<file path="config.mk">
export PLATFORM = sky130hd
export DESIGN_NAME = counter_updn
export DESIGN_NICKNAME = d
export VERILOG_FILES = /design/src/rtl/counter_updn.sv
export SDC_FILE = /design/constraint.sdc
export NUM_CORES = 1
export LEC_CHECK = 0
export ABC_CLOCK_PERIOD_IN_PS = 2400
export CAP_MARGIN = 20
export CORE_MARGIN = 3
export CORE_UTILIZATION = 40
export CTS_CLUSTER_DIAMETER = 150
export CTS_CLUSTER_SIZE = 12
export DETAILED_ROUTE_END_ITERATION = 16
export PLACE_DENSITY = 0.69
export SETUP_SLACK_MARGIN = 0.3
export SYNTH_ARGS = -nofsm -noshare
export SYNTH_HDL_FRONTEND = slang
export SYNTH_SLANG_ARGS = --single-unit
</file>
<file path="constraint.sdc">
create_clock -name clk -period 2.4 [get_ports clk]
set_input_delay 0.36 -clock clk [delete_from_list [all_inputs] [get_ports clk]]
set_output_delay 0.36 -clock clk [all_outputs]
set_load 0.01 [all_outputs]
</file>
<file path="src/rtl/counter_updn.sv">
// Up/down counter with wrap or one-shot stop, load/clear and cascade outputs.
// Reset asserts asynchronously and is released through an internal sync flop.
module counter_updn #(
  parameter int               WIDTH    = 8,
  parameter logic [WIDTH-1:0] MAX_VAL  = {WIDTH{1'b1}},
  parameter bit               ONE_SHOT = 1'b0
) (
  input  logic             clk,
  input  logic             rst,
  input  logic             en,
  input  logic             up,
  input  logic             load,
  input  logic [WIDTH-1:0] load_val,
  input  logic             clr,
  output logic [WIDTH-1:0] counter,
  output logic             co,
  output logic             bo,
  output logic             done
);

  logic             run_q;
  logic             run_d;
  logic [WIDTH-1:0] cnt_q;
  logic [WIDTH-1:0] cnt_d;
  logic             done_q;
  logic             done_d;
  logic             at_max;
  logic             at_zero;
  logic             step;

  // Counter register forms the second release stage behind run_q.
  assign run_d   = 1'b1;
  assign at_max  = (cnt_q == MAX_VAL);
  assign at_zero = (cnt_q == '0);
  assign step    = run_q & en & ~clr & ~load & ~done_q;

  assign co      = step & up & at_max;
  assign bo      = step & ~up & at_zero;
  assign counter = cnt_q;
  assign done    = done_q;

  always_comb begin
    cnt_d  = cnt_q;
    done_d = done_q;
    if (run_q) begin
      if (clr) begin
        cnt_d  = '0;
        done_d = 1'b0;
      end else if (load) begin
        cnt_d  = (load_val > MAX_VAL) ? MAX_VAL : load_val;
        done_d = 1'b0;
      end else if (step) begin
        if (up) begin
          if (!at_max) begin
            cnt_d = cnt_q + 1'b1;
          end else if (ONE_SHOT) begin
            done_d = 1'b1;
          end else begin
            cnt_d = '0;
          end
        end else begin
          if (!at_zero) begin
            cnt_d = cnt_q - 1'b1;
          end else if (ONE_SHOT) begin
            done_d = 1'b1;
          end else begin
            cnt_d = MAX_VAL;
          end
        end
      end
    end
  end

  always_ff @(posedge clk or negedge rst) begin
    if (!rst) begin
      run_q  <= 1'b0;
      cnt_q  <= '0;
      done_q <= 1'b0;
    end else begin
      run_q  <= run_d;
      cnt_q  <= cnt_d;
      done_q <= done_d;
    end
  end

endmodule

</file>
==> results_dict.tcl <==
set metrics [dict create \
    grt_pass1_wl_mm 4.160 \
    regToRegStartpoint "counter[3]" \
    synth.area.top_cells "dfrtp_1 26%, nand2_1 4.7%, ha_1 4.3%, nor2b_1 3.6%, a21oi_1 3.4%" \
    cts_made_buffers 3 \
    leakage_nw 0.5412 \
    cp_top_family "simple AND/OR/NAND/NOR gates" \
    clock-sinks 9 \
    clkTransAtPathRegs_ns 0.08 \
    crit_slowest_cell "dfrtp_1" \
    crit_type "reg -> out" \
    grt.overflow.total 0 \
    worst-path-buf-inv 1 \
    route.detailed.drc 0 \
    powerDensity_nw_per_um2 474.0 \
    syn_nets 127 \
    dp_cells 167 \
    min_period_ns 1.993 \
    rows 16 \
    netlist_area_um2 872.1 \
    cp_max_fo 8 \
    cap_violations 0 \
    path_cells "nor4_2 -> nand2_1 -> nor2_1 -> dlygate4sd2_1" \
    clockBufferDepth 2 \
    worstMarginPinSlew_ns 0.5457 \
    wl_mm 2.533 \
    root_buffer "clkbuf_4" \
    slew_viol_final 0 \
    die_h_um 52.69 \
    dr.pass1.iters 4 \
    seq_area_frac_synth_pct 25.82 \
    die_x_um 52.69 \
    antenna_found_initial 0 \
    syn_avg_cell_area_um2 7.928 \
    ios 25 \
    fin_crit_sh_pct 83.06 \
    fin_nets 165 \
    tritoncts "yes" \
    clk_latency_ns 0.27 \
    num-fill-cells 183 \
    routabilityCongestion 0.9029 \
    diodes 0 \
    core_um2 2022 \
    grt_usage_pct 19.86 \
    htree_levels 1 \
    fin_cells 174 \
    max_stage_delay_ns 0.48 \
    synth_warnings 0 \
    endpoint_kind "primary output" \
    critPathLaunch "counter[5]" \
    status "complete, no violations" \
    fin_util_pct 63.06 \
    place_hpwl_mm 1.870 \
    drive_above_1_share_pct 21.77 \
    port_buffers 23 \
    synthCells 110 \
    worstPathArrival_ns 1.63 \
    slew_headroom_pct 63.34 \
    wire_per_inst_um 14.56 \
    cp.required_ns 2.04 \
    ys_seq_elements 9 \
    ys_types 41 \
    syn2layout_area_growth_pct 46.20 \
    via_per_inst 5.632 \
    skew_ns 0.01622 \
    dr.first_iter.drc_count 44 \
    vias 980 \
    hp-class "in -> async" \
    ant_nets 0 \
    rsz0062_at_grt "false" \
    max_freq_mhz 501.6 \
    synth_largest_area_cell "dfrtp_1" \
    setup_viol 0 \
    initial_core_util_pct 43.13 \
    finalHoldViolCount 0 \
    setup.worst_path.start_class "register" \
    fin_setup_tns_ns 0 \
    grt_max_degree 16 \
    synth_top_area_share_pct 25.82 \
    grt_pass1_vias 925 \
    dieArea_um2 2776 \
    vdd.ir_drop.worst_v 0.0002775 \
]
## routing by layer
layer / global-route usage (%) / share of wire [%] / up-vias
met5: 0 / 0 / -
met1: 28.10 / 48 / 472
met3: 2.849 / 4.8 / 4
met4: 6.809 / 1.0 / 0
li1: - / - / 480
met2: 30.37 / 46 / 24
## kinds of logic after synthesis
kind of cell | after synthesis | share of synthesized area, %
mux | 1 | 1.148
buf+inv | 12 | 6.457
other cells | 2 | 0.8612
xor+xnor | 4 | 4.018
compound gates | 36 | 29.13
simple gates | 43 | 28.26
fa+ha+maj | 3 | 4.305
flops | 9 | 25.83
## timing repair
action	CTS	global route
setup buffers	0	3
pin swaps	0	0
setup endpoints to repair	2	2
hold buffers	0	0
gates resized for setup	6	5
hold endpoints to repair	0	0
## synthesized netlist by cell type (all sizes together)
cell / instances
nand2: 11
dfrtp: 9
buf: 7
a21oi: 6
o21ai: 6
inv: 5
nand3: 5
nor2b: 5
nor3: 4
a22o: 3
ha: 3
nand2b: 3
nor2: 3
o221ai: 3
o22ai: 3
o31ai: 3
xor2: 3
a21o: 2
a31oi: 2
and3: 2
conb: 2
nor3b: 2
nor4: 2
o2bb2ai: 2
a211oi: 1
a21boi: 1
a22oi: 1
a311o: 1
a311oi: 1
and2: 1
mux2i: 1
nand4: 1
nor4b: 1
o21a: 1
or2: 1
or3: 1
or4: 1
xnor2: 1
## flip-flops by register name, summed over array words and instances, names as in the netlist
name / cells
run_q: 1
counter: 8
## power breakdown
| group | switching (mW) | leakage (nW) | internal (mW) |
|---|---|---|---|
| clock | 0.0625 | 0.0177 | 0.0616 |
| combinational | 0.139 | 0.412 | 0.146 |
| sequential | 0.0265 | 0.112 | 0.169 |
| total | 0.228 | 0.541 | 0.377 |
## area by class of cell
type,count,area [um^2],area share (%)
clock buffer,3,22.52,1.766
multi-input combinational,89,611.8,47.99
timing repair buffer,40,354.1,27.77
sequential,9,229.0,17.96
tap,27,33.78,2.650
clock inverter,1,5.005,0.3925
inverter,5,18.77,1.472
## path summary, 6_finish.rpt
| check | to | slack [ns] | depth (start not counted) |
|---|---|---|---|
| setup / recovery | bo | 0.41 | 4 |
| max in group asynchronous | counter[1] | 1.64 | 1 |
| min in group clk | counter[7] | 0.63 | 2 |
| hold reg to reg | counter[7] | 0.63 | 2 |
| hold / removal | counter[6] | 0.41 | 1 |
| setup reg to reg | counter[7] | 0.53 | 5 |
## cell usage in the layout (no fill, tap or decap), types with 2 or more instances in the layout
| master | instances |
|---|---|
| a21o_1 | 2 |
| a21oi_1 | 6 |
| a22o_1 | 3 |
| a31oi_1 | 2 |
| and3_1 | 2 |
| buf_4 | 17 |
| clkbuf_4 | 3 |
| clkdlybuf4s50_1 | 20 |
| conb_1 | 2 |
| dfrtp_1 | 6 |
| dfrtp_2 | 3 |
| ha_1 | 3 |
| inv_1 | 5 |
| nand2_1 | 11 |
| nand2b_1 | 3 |
| nand3_1 | 5 |
| nor2_1 | 3 |
| nor2b_1 | 5 |
| nor3_1 | 3 |
| nor3b_1 | 2 |
| o21ai_0 | 6 |
| o221ai_1 | 2 |
| o22ai_1 | 3 |
| o2bb2ai_1 | 2 |
| o31ai_1 | 3 |
| xor2_1 | 3 |
## stage by stage
stage | area (um^2) | setup slack (ns) | hold slack [ns] | power, mW
after global routing | 1275 | 0.3167 | 0.4216 | 0.6439
after CTS | 1244 | 0.2977 | 0.4084 | 0.5915
after global placement | 1204 | 0.02950 | 0.6119 | 0.4590
after detailed placement | 1204 | 0.02364 | 0.6124 | 0.4612
after floorplan | 872.1 | 0.5982 | 0.06441 | 0.3460
final | 1275 | 0.4065 | 0.4076 | 0.6044
Power figures use the tool's default switching activity.
